===== config.mk =====
export PLATFORM = sky130hd
export DESIGN_NAME = ldst_queue_flat
export DESIGN_NICKNAME = d
export VERILOG_FILES = /design/src/rtl/ldst_queue_if.sv /design/src/rtl/ldst_queue.sv /design/src/flat_wrapper.sv
export SDC_FILE = /design/constraint.sdc
export NUM_CORES = 2
export LEC_CHECK = 0
export CAP_MARGIN = 20
export CORE_AREA = 2 2 306 308
export DETAILED_ROUTE_END_ITERATION = 10
export DIE_AREA = 0 0 308 310
export PLACE_DENSITY = 0.75
export REMOVE_ABC_BUFFERS = 1
export SYNTH_ARGS = -nofsm -noshare
export SYNTH_HDL_FRONTEND = slang
export SYNTH_SLANG_ARGS = --single-unit

===== constraint.sdc =====
create_clock -name clk -period 4.4 [get_ports clk]
set_input_delay 0.44 -clock clk [delete_from_list [all_inputs] [get_ports clk]]
set_output_delay 0.44 -clock clk [all_outputs]
set_load 0.005 [all_outputs]

===== src/rtl/ldst_queue_if.sv =====
// Data-memory request bus between the load/store queue (master) and memory (slave).
interface ldst_queue_if;
    logic        data_read;
    logic        data_write;
    logic [31:0] data_mem_address;
    logic [3:0]  data_mbe;
    logic [31:0] data_mem_wdata;
    logic        data_mem_resp;
    logic [31:0] data_mem_rdata;

    modport master (
        output data_read, data_write, data_mem_address, data_mbe, data_mem_wdata,
        input  data_mem_resp, data_mem_rdata
    );
    modport slave (
        input  data_read, data_write, data_mem_address, data_mbe, data_mem_wdata,
        output data_mem_resp, data_mem_rdata
    );
endinterface


===== src/rtl/ldst_queue.sv =====
// In-order load/store queue: CDB operand snoop, commit-gated stores, one memory op at a time.
// Optional LDSTQ_MISALIGN_CHK_EN: misaligned half/word ops skip memory and pulse `misalign`.
module ldst_queue #(
    parameter int DEPTH = 4,
    parameter int TAG_W = 3
) (
    input  logic                      clk,
    input  logic                      rst,
    input  logic                      load,
    input  logic                      is_store,
    input  logic [2:0]                funct3,
    input  logic [31:0]               imm,
    input  logic [TAG_W-1:0]          rob_tag,
    input  logic                      base_valid,
    input  logic [TAG_W-1:0]          base_tag,
    input  logic [31:0]               base_data,
    input  logic                      src_valid,
    input  logic [TAG_W-1:0]          src_tag,
    input  logic [31:0]               src_data,
    input  logic [(2**TAG_W)-1:0]     cdb_valid,
    input  logic [32*(2**TAG_W)-1:0]  cdb_data,
    input  logic                      st_commit,
    input  logic [TAG_W-1:0]          st_commit_tag,
    input  logic                      flush,
    output logic                      ldst_q_full,
    ldst_queue_if.master              mem,
    output logic                      ld_done,
    output logic [TAG_W-1:0]          ld_tag,
    output logic [31:0]               ld_data
`ifdef LDSTQ_MISALIGN_CHK_EN
    ,
    output logic                      misalign
`endif
);
    localparam int PW = $clog2(DEPTH);

    typedef struct packed {
        logic             st;
        logic [2:0]       f3;
        logic [31:0]      imm;
        logic [TAG_W-1:0] tag;
        logic             bv;
        logic [TAG_W-1:0] bt;
        logic [31:0]      bd;
        logic             sv;
        logic [TAG_W-1:0] stg;
        logic [31:0]      sd;
        logic             cm;
    } entry_t;

    typedef enum logic [1:0] {S_IDLE, S_MEM, S_DRAIN} state_t;

    entry_t           r_q [DEPTH];
    logic [DEPTH-1:0] r_vld;
    logic [PW-1:0]    r_head, r_tail;
    logic [PW:0]      r_count;
    state_t           r_state, w_next;

    logic             r_rd, r_wr;
    logic [31:0]      r_addr, r_wd;
    logic [3:0]       r_mbe;
    logic [1:0]       r_lane;
    logic [2:0]       r_f3;
    logic             r_ld_done, r_mis;
    logic [TAG_W-1:0] r_ld_tag;
    logic [31:0]      r_ld_data;

    logic [31:0] w_cdb [2**TAG_W];
    entry_t      w_new;
    logic        w_full, w_enq, w_deq, w_issue, w_done, w_mis_op, w_req_clr;
    logic        w_ready, w_mis;
    logic [31:0] w_ea, w_sh, w_ext;
    logic [1:0]  w_lane;
    logic [3:0]  w_mbe;

    always_comb begin
        for (int i = 0; i < 2**TAG_W; i++) w_cdb[i] = cdb_data[32*i +: 32];
    end

    assign w_full      = (r_count == (PW+1)'(DEPTH));
    assign ldst_q_full = w_full;
    assign w_enq       = load && !w_full && !flush;

    // New entry, with same-cycle CDB capture so a just-broadcast value is not missed
    always_comb begin
        w_new     = '0;
        w_new.st  = is_store;
        w_new.f3  = funct3;
        w_new.imm = imm;
        w_new.tag = rob_tag;
        w_new.bv  = base_valid;
        w_new.bt  = base_tag;
        w_new.bd  = base_data;
        if (!base_valid && cdb_valid[base_tag]) begin
            w_new.bv = 1'b1;
            w_new.bd = w_cdb[base_tag];
        end
        w_new.sv  = src_valid || !is_store;
        w_new.stg = src_tag;
        w_new.sd  = src_data;
        if (!w_new.sv && cdb_valid[src_tag]) begin
            w_new.sv = 1'b1;
            w_new.sd = w_cdb[src_tag];
        end
        w_new.cm  = is_store && st_commit && (st_commit_tag == rob_tag);
    end

    always_comb begin
        w_ea    = r_q[r_head].bd + r_q[r_head].imm;
        w_ready = r_vld[r_head] && r_q[r_head].bv &&
                  (!r_q[r_head].st || (r_q[r_head].cm && r_q[r_head].sv));
        case (r_q[r_head].f3[1:0])
            2'b00:   begin w_lane = w_ea[1:0];         w_mbe = 4'b0001 << w_ea[1:0]; end
            2'b01:   begin w_lane = {w_ea[1], 1'b0};   w_mbe = 4'b0011 << {w_ea[1], 1'b0}; end
            default: begin w_lane = 2'b00;             w_mbe = 4'b1111; end
        endcase
`ifdef LDSTQ_MISALIGN_CHK_EN
        w_mis = ((r_q[r_head].f3[1:0] == 2'b01) && w_ea[0]) ||
                ((r_q[r_head].f3[1:0] == 2'b10) && (w_ea[1:0] != 2'b00));
`else
        w_mis = 1'b0;
`endif
    end

    always_ff @(posedge clk) begin
        if (rst) r_state <= S_IDLE;
        else     r_state <= w_next;
    end

    always_comb begin
        w_next    = r_state;
        w_issue   = 1'b0;
        w_deq     = 1'b0;
        w_done    = 1'b0;
        w_mis_op  = 1'b0;
        w_req_clr = 1'b0;
        case (r_state)
            S_IDLE: begin
                if (!flush && w_ready) begin
                    if (w_mis) begin
                        w_mis_op = 1'b1;
                        w_deq    = 1'b1;
                    end else begin
                        w_issue = 1'b1;
                        w_next  = S_MEM;
                    end
                end
            end
            S_MEM: begin
                if (mem.data_mem_resp) begin
                    w_req_clr = 1'b1;
                    w_next    = S_IDLE;
                    if (!flush) begin
                        w_deq  = 1'b1;
                        w_done = !r_q[r_head].st;
                    end
                end else if (flush) begin
                    w_next = S_DRAIN;
                end
            end
            S_DRAIN: begin
                if (mem.data_mem_resp) begin
                    w_req_clr = 1'b1;
                    w_next    = S_IDLE;
                end
            end
            default: w_next = S_IDLE;
        endcase
    end

    always_ff @(posedge clk) begin
        if (rst) begin
            r_vld   <= '0;
            r_head  <= '0;
            r_tail  <= '0;
            r_count <= '0;
        end else begin
            for (int i = 0; i < DEPTH; i++) begin
                if (r_vld[i]) begin
                    if (!r_q[i].bv && cdb_valid[r_q[i].bt]) begin
                        r_q[i].bv <= 1'b1;
                        r_q[i].bd <= w_cdb[r_q[i].bt];
                    end
                    if (!r_q[i].sv && cdb_valid[r_q[i].stg]) begin
                        r_q[i].sv <= 1'b1;
                        r_q[i].sd <= w_cdb[r_q[i].stg];
                    end
                    if (st_commit && r_q[i].st && (r_q[i].tag == st_commit_tag))
                        r_q[i].cm <= 1'b1;
                end
            end
            if (w_deq) begin
                r_vld[r_head] <= 1'b0;
                r_head        <= r_head + PW'(1);
            end
            if (w_enq) begin
                r_vld[r_tail] <= 1'b1;
                r_q[r_tail]   <= w_new;
                r_tail        <= r_tail + PW'(1);
            end
            case ({w_enq, w_deq})
                2'b10:   r_count <= r_count + 1'b1;
                2'b01:   r_count <= r_count - 1'b1;
                default: r_count <= r_count;
            endcase
            // Pointers realign to zero so count stays consistent with tail - head
            if (flush) begin
                r_vld   <= '0;
                r_head  <= '0;
                r_tail  <= '0;
                r_count <= '0;
            end
        end
    end

    always_comb begin
        w_sh = mem.data_mem_rdata >> {r_lane, 3'b000};
        case (r_f3)
            3'b000:  w_ext = {{24{w_sh[7]}}, w_sh[7:0]};
            3'b001:  w_ext = {{16{w_sh[15]}}, w_sh[15:0]};
            3'b100:  w_ext = {24'b0, w_sh[7:0]};
            3'b101:  w_ext = {16'b0, w_sh[15:0]};
            default: w_ext = w_sh;
        endcase
    end

    always_ff @(posedge clk) begin
        if (rst) begin
            r_rd      <= 1'b0;
            r_wr      <= 1'b0;
            r_addr    <= '0;
            r_wd      <= '0;
            r_mbe     <= '0;
            r_lane    <= '0;
            r_f3      <= '0;
            r_ld_done <= 1'b0;
            r_mis     <= 1'b0;
            r_ld_tag  <= '0;
            r_ld_data <= '0;
        end else begin
            r_ld_done <= 1'b0;
            r_mis     <= 1'b0;
            if (w_issue) begin
                r_rd   <= !r_q[r_head].st;
                r_wr   <= r_q[r_head].st;
                r_addr <= {w_ea[31:2], 2'b00};
                r_mbe  <= w_mbe;
                r_wd   <= r_q[r_head].sd << {w_lane, 3'b000};
                r_lane <= w_lane;
                r_f3   <= r_q[r_head].f3;
            end else if (w_req_clr) begin
                r_rd <= 1'b0;
                r_wr <= 1'b0;
            end
            if (w_done) begin
                r_ld_done <= 1'b1;
                r_ld_tag  <= r_q[r_head].tag;
                r_ld_data <= w_ext;
            end
            if (w_mis_op) begin
                r_mis     <= 1'b1;
                r_ld_done <= !r_q[r_head].st;
                r_ld_tag  <= r_q[r_head].tag;
                r_ld_data <= '0;
            end
        end
    end

    assign mem.data_read        = r_rd;
    assign mem.data_write       = r_wr;
    assign mem.data_mem_address = r_addr;
    assign mem.data_mbe         = r_mbe;
    assign mem.data_mem_wdata   = r_wd;
    assign ld_done              = r_ld_done;
    assign ld_tag               = r_ld_tag;
    assign ld_data              = r_ld_data;
`ifdef LDSTQ_MISALIGN_CHK_EN
    assign misalign             = r_mis;
`endif

endmodule


===== src/flat_wrapper.sv =====
// flat-port wrapper written by rule: the top's interface ports become plain ports
module ldst_queue_flat 
#(
    parameter int DEPTH = 4,
    parameter int TAG_W = 3
)
  (clk, rst, load, is_store, funct3, imm, rob_tag, base_valid, base_tag, base_data, src_valid, src_tag, src_data, cdb_valid, cdb_data, st_commit, st_commit_tag, flush, ldst_q_full, ld_done, ld_tag, ld_data, mem_data_read, mem_data_write, mem_data_mem_address, mem_data_mbe, mem_data_mem_wdata, mem_data_mem_resp, mem_data_mem_rdata);
  ldst_queue_if mem_i ();
  input  logic clk;
  input  logic rst;
  input  logic load;
  input  logic is_store;
  input  logic [2:0] funct3;
  input  logic [31:0] imm;
  input  logic [TAG_W-1:0] rob_tag;
  input  logic base_valid;
  input  logic [TAG_W-1:0] base_tag;
  input  logic [31:0] base_data;
  input  logic src_valid;
  input  logic [TAG_W-1:0] src_tag;
  input  logic [31:0] src_data;
  input  logic [(2**TAG_W)-1:0] cdb_valid;
  input  logic [32*(2**TAG_W)-1:0] cdb_data;
  input  logic st_commit;
  input  logic [TAG_W-1:0] st_commit_tag;
  input  logic flush;
  output logic ldst_q_full;
  output logic ld_done;
  output logic [TAG_W-1:0] ld_tag;
  output logic [31:0] ld_data;
  output wire logic [$bits(mem_i.data_read)-1:0] mem_data_read;
  output wire logic [$bits(mem_i.data_write)-1:0] mem_data_write;
  output wire logic [$bits(mem_i.data_mem_address)-1:0] mem_data_mem_address;
  output wire logic [$bits(mem_i.data_mbe)-1:0] mem_data_mbe;
  output wire logic [$bits(mem_i.data_mem_wdata)-1:0] mem_data_mem_wdata;
  input wire logic [$bits(mem_i.data_mem_resp)-1:0] mem_data_mem_resp;
  input wire logic [$bits(mem_i.data_mem_rdata)-1:0] mem_data_mem_rdata;
  assign mem_data_read = mem_i.data_read;
  assign mem_data_write = mem_i.data_write;
  assign mem_data_mem_address = mem_i.data_mem_address;
  assign mem_data_mbe = mem_i.data_mbe;
  assign mem_data_mem_wdata = mem_i.data_mem_wdata;
  assign mem_i.data_mem_resp = mem_data_mem_resp;
  assign mem_i.data_mem_rdata = mem_data_mem_rdata;
  ldst_queue #(.DEPTH(DEPTH), .TAG_W(TAG_W)) u_core (.clk(clk), .rst(rst), .load(load), .is_store(is_store), .funct3(funct3), .imm(imm), .rob_tag(rob_tag), .base_valid(base_valid), .base_tag(base_tag), .base_data(base_data), .src_valid(src_valid), .src_tag(src_tag), .src_data(src_data), .cdb_valid(cdb_valid), .cdb_data(cdb_data), .st_commit(st_commit), .st_commit_tag(st_commit_tag), .flush(flush), .ldst_q_full(ldst_q_full), .mem(mem_i), .ld_done(ld_done), .ld_tag(ld_tag), .ld_data(ld_data));
endmodule

* After elaboration in Yosys (flattened, before gate mapping)
Memory sizes are Yosys's and may differ from the RTL's. A register that Yosys moved wholly into a read port is not among the register bits.
Index checks and enable logic that the tools add are counted.
** Storage, ports and cells
- Latch bits :: 0
- Bits in read-only memories :: 0
- Memories kept :: 1
- Output and inout bits :: 107
- Bits in writable memories :: 448
- Input bits :: 416
- Register bits :: 122
** Memories
- u_core.r_q :: words 4, bits a word 112, read ports 5, clocked after memory_dff 1, wr ports 5, RTL line ldst_queue.sv:53 : entry_t r_q [DEPTH];
** Operators by class
- $add $sub $neg :: 5
- Multiplexer cells :: 139
- $mul :: 0
- Reduce and logical (&&, ||, !) cells :: 52
- Magnitude comparators :: 24
- Divide/modulo/power cells :: 0
- Bitwise gates (word level) :: 13
- Shift-type cells :: 4
- Eq/ne operators :: 17
** Operators by type and width (count)
- $bmux W32 S3 :: 10
- $mux W32 :: 22
- $pmux W32 S4 :: 1
- $mux W1 :: 80
- $ge A4 B4 Y1 const B :: 10
- $lt A3 B4 Y1 const B :: 10
- $not A3 Y4 :: 10
- $add A32 B32 Y32 :: 1
- $shl A32 B5 Y32 :: 1
- $shr A32 B5 Y32 :: 1
- $bmux W1 S3 :: 10
- $logic_and A1 B1 Y1 :: 28
- $eq A3 B3 Y1 :: 5
- $logic_not A1 Y1 :: 14
- $mux W2 :: 6
- $mux W4 :: 3
- $eq A3 B3 Y1 const B :: 3
- $pmux W4 S2 :: 1
- $eq A2 B1 Y1 const B :: 3
- $lt A2 B3 Y1 const B :: 2
- $pmux W2 S3 :: 1
- $pmux W3 S2 :: 1
- $add A2 B1 Y2 const B :: 2
- $and A4 B4 Y4 :: 1
- 21 further kinds :: 28

* Logic depth before layout (Yosys ltp)
- Word-level depth :: 10
- Mapped depth :: 17
- Gate-level depth less buffers :: 12

* Least setup slack after synthesis
No wires, ideal clock.
- Kind :: register -> register
- Start point :: reg (tool-made name)
- End point :: reg u_core.r_addr[30] (netlist: u_core.mem.data_mem_address[30])
- Setup slack :: 0.174 ns
- Stages on the path, launching flop included :: 16
- Path buffers :: 5
- Setup time :: 0.060 ns
- Required time :: 4.340 ns
- Arrival :: 4.166 ns
- Cells stage by stage :: dfxtp_1 -> buf_2 -> buf_4 -> buf_2 -> buf_2 -> buf_2 -> mux4_2 -> ha_1 -> a21oi_2 -> o21ai_1 -> a221o_1 -> a32o_1 -> o311a_4 -> a2111o_1 -> nand4_1 -> o2111a_1
** RTL lines
- end signal: assignment :: RTL line ldst_queue.sv:246 : r_addr <= {w_ea[31:2], 2'b00};
- end: declaration :: RTL line ldst_queue.sv:60 : logic [31:0] r_addr, r_wd;

==> impl_metrics.env <==
export IMPL_status="completed"
export IMPL_peakVddDrop_v=0.000327
export IMPL_drtIter0Drc=5681
export IMPL_grt_remaining_overflow=0
export IMPL_synth_xor_area_frac=0.00783
export IMPL_num_io_pins=523
export IMPL_track_usage=0.346
export IMPL_initial_core_util=0.496
export IMPL_worst_pin_slew_ns=1.07
export IMPL_critPathLaunchType="flip-flop"
export IMPL_arrival_ns=4.35
export IMPL_dieArea_sq_um=95500
export IMPL_post_place_cells=4972
export IMPL_io_buffers=520
export IMPL_period_share=0.858
export IMPL_ys_ff_latch=572
export IMPL_slowest_delay_ns=0.62
export IMPL_synth_cell_types=71
export IMPL_ys_dominant_reg_cell="edfxtp_1"
export IMPL_fmax_mhz=265
export IMPL_r2r_slack_ns=0.63
export IMPL_power_density_nw_per_um2=253
export IMPL_crit_path_max_fanout=22
export IMPL_drc=0
export IMPL_h_tree_depth=2
export IMPL_hold_viol=0
export IMPL_antenna_found_initial=40
export IMPL_synth_area_per_cell_sq_um=13.2
export IMPL_die_h_microns=310
export IMPL_area_delta_synth_final_pct=18.8
export IMPL_p_total_mw=13.8
export IMPL_final_antenna_net_count=0
export IMPL_maxCapViolCount=0
export IMPL_rows=112
export IMPL_fin_cells=5103
export IMPL_routed_wirelength_mm=167
export IMPL_rsz0062_at_grt="false"
export IMPL_hold_path_class="input pin to flip-flop"
export IMPL_min_period_ns=3.77
export IMPL_synthSimpleGateAreaFrac=0.0624
export IMPL_place_congestion=0.923
export IMPL_static_leakage_power_nw=18.1
export IMPL_cts_buffers_inserted=58
export IMPL_grt_pass1_vias=36400
export IMPL_synth_top_family_by_area="multiplexers"
export IMPL_clock_sinks=572
export IMPL_cp_endpoint="u_core.mem.data_mem_address[29]"
export IMPL_worst_path_dominant_cell_family="compound AO/OA/AOI/OAI gates"
export IMPL_postLayoutCoreUtil=0.589
export IMPL_grt_max_degree=73
export IMPL_crit_slowest_cell="mux4_2"
export IMPL_r2r_cells=11
export IMPL_critPathKind="flip-flop to flip-flop"
export IMPL_wl_per_cell_microns=32.7
export IMPL_synth_warnings=0
export IMPL_synth_enable_flop_cells=436
export IMPL_synth_async_reset_ratio=0
export IMPL_cts_root_buf="clkbuf_16"
export IMPL_clk_transition_reported_paths_ns=0.07
export IMPL_crit_buf_inv=1
export IMPL_clk_latency_ns=0.64
export IMPL_required_ns=4.98
export IMPL_cts_hold_fix_buffers=0
export IMPL_ctsResizeCount=0
export IMPL_cts_tree="done"
export IMPL_fin_skew_ns=0.0244
export IMPL_cts_buffer_depth=3
export IMPL_maxSlewHeadroom=0.286
export IMPL_grt_pass1_wl_mm=243
export IMPL_synth_area_sq_um=45800
export IMPL_die_w_microns=308
export IMPL_muxShareOfSynthArea=0.463
export IMPL_num_vias=37200
export IMPL_synth_fa_ha_area_frac=0.0126
export IMPL_cp_depth=11
export IMPL_hold_slack_ns=0.174
export IMPL_slew_violations=0
export IMPL_setup_violations=0
export IMPL_place_hpwl_mm=114
export IMPL_synth_compound_area_frac=0.0774
export IMPL_vias_per_cell=7.29
export IMPL_cp_cell_sequence="buf_12, mux4_2, ha_1, a21o_1, and4_1, o2111ai_1, a31oi_1, a21oi_1, nor4b_1, o2111ai_1, nand3_1"
export IMPL_synth_cells=3484
export IMPL_placed_area_sq_um=52400
export IMPL_worst_slack_ns=0.627
export IMPL_final_cell_area_sq_um=54400
export IMPL_ys_seq_area_frac=0.345
export IMPL_layout_commonest_cell="mux4_2"
export IMPL_final_cell_mix="mux4_2, clkdlybuf4s50_1, nand2_1"
export IMPL_post_place_ws_ns=0.620
export IMPL_crit_path_end_kind="flip-flop"
export IMPL_core_area_sq_um=92500
export IMPL_fin_nets=4296
export IMPL_layout_drive_gt1_share=0.325
export IMPL_setup_tns_ns=0
export IMPL_first_pass_iters=6
export IMPL_r2r_end="u_core.mem.data_mem_address[29]"
export IMPL_cts_setup_buffers=0
export IMPL_crit_top_cell="o2111ai_1"
==> worst register-to-register path, stage by stage (launching register included) <==
cell and delay [ns]:
dfxtp_4 0.54, buf_12 0.29, mux4_2 0.63, ha_1 0.33, a21o_1 0.19, and4_1 0.23, o2111ai_1 0.42, a31oi_1 0.27
a21oi_1 0.17, nor4b_1 0.36, o2111ai_1 0.17, nand3_1 0.13
==> synth_stat cells, types with 3 or more instances <==
master	count	share of area
xor2_1	15	0.0029
and2_0	3	0.00041
nor3_1	35	0.0038
o22a_1	4	0.00076
nand4_1	7	0.00096
nor2b_1	9	0.0012
and2_1	11	0.0015
xnor2_1	26	0.0050
a31oi_1	8	0.0011
inv_1	29	0.0024
a21oi_2	3	0.00057
o31ai_1	8	0.0013
a21oi_1	141	0.015
edfxtp_1	436	0.29
o2111ai_1	3	0.00057
buf_1	54	0.0044
mux2i_1	102	0.022
or3_1	8	0.0011
and3_1	10	0.0014
o21ai_1	235	0.026
and4_1	3	0.00057
dfxtp_1	136	0.059
mux4_2	764	0.38
a211oi_1	30	0.0049
o211ai_1	11	0.0018
nand3_1	21	0.0023
o21ai_0	138	0.015
a21o_1	19	0.0031
buf_2	70	0.0076
a21boi_0	5	0.00082
nor4_1	3	0.00041
mux2_2	263	0.065
nand2_1	495	0.041
clkbuf_1	206	0.017
ha_1	43	0.012
buf_4	4	0.00066
or2_2	3	0.00041
nor2_1	75	0.0061
a22oi_1	4	0.00066
nand2b_1	3	0.00041
==> metal layers <==
metal  wire, microns  part of all wire  vias to the layer above  track usage
met5             253            0.0015                        -            0
met4            9720             0.058                       40        0.173
met3           24300              0.15                      615        0.109
met2           75300              0.45                     3108        0.526
met1           57400              0.34                    18500        0.451
li1                -                 -                    15000            -
==> logic make-up (layout without fill, tap and decap cells) <==
family | after synthesis | after routing
simple gates | 693 | 693
xor+xnor | 41 | 41
compound gates | 637 | 637
flops | 572 | 572
buf+inv | 365 | 764
fa+ha+maj | 45 | 45
other cells | 1 | 24
mux | 1130 | 1130
==> worst min path at each step <==
stage / startpoint / end / cells past startpoint
2_1_floorplan: u_core.mem.data_mem_address[12] / u_core.mem.data_mem_address[12] / 2
3_3_place_gp: u_core.mem.data_mem_address[7] / u_core.mem.data_mem_address[7] / 2
3_5_place_dp: u_core.mem.data_mem_address[7] / u_core.mem.data_mem_address[7] / 2
4_1_cts: rst / u_core.mem.data_mem_address[8] / 2
5_1_grt: rst / u_core.mem.data_mbe[2] / 2
6_report: rst / u_core.mem.data_mem_address[8] / 2
==> flip-flops by register name, indices dropped and copies added, names as in the netlist, 3 cells and up, named ones only <==
name and flops:
u_core.r_q 448, u_core.ld_data 32, u_core.mem.data_mem_wdata 32, u_core.mem.data_mem_address 30, u_core.mem.data_mbe 4, u_core.r_vld 4, u_core.ld_tag 3, u_core.r_count 3
u_core.r_f3 3
==> layout make-up <==
cell class	count	area, sq um
Clock inverter	28	274
Clock buffer	81	1660
Tap cell	1197	1500
Sequential cell	572	15800
Multi-Input combinational cell	2548	28700
Timing Repair Buffer	624	6280
Fill cell	7202	38100
Inverter	31	116
Antenna cell	22	55.1
==> power breakdown <==
group | internal (mW) | switching, mW
clock | 2.88 | 2.16
combinational | 1.40 | 1.39
sequential | 5.90 | 0.0594
(Power assumes the default switching activity.)
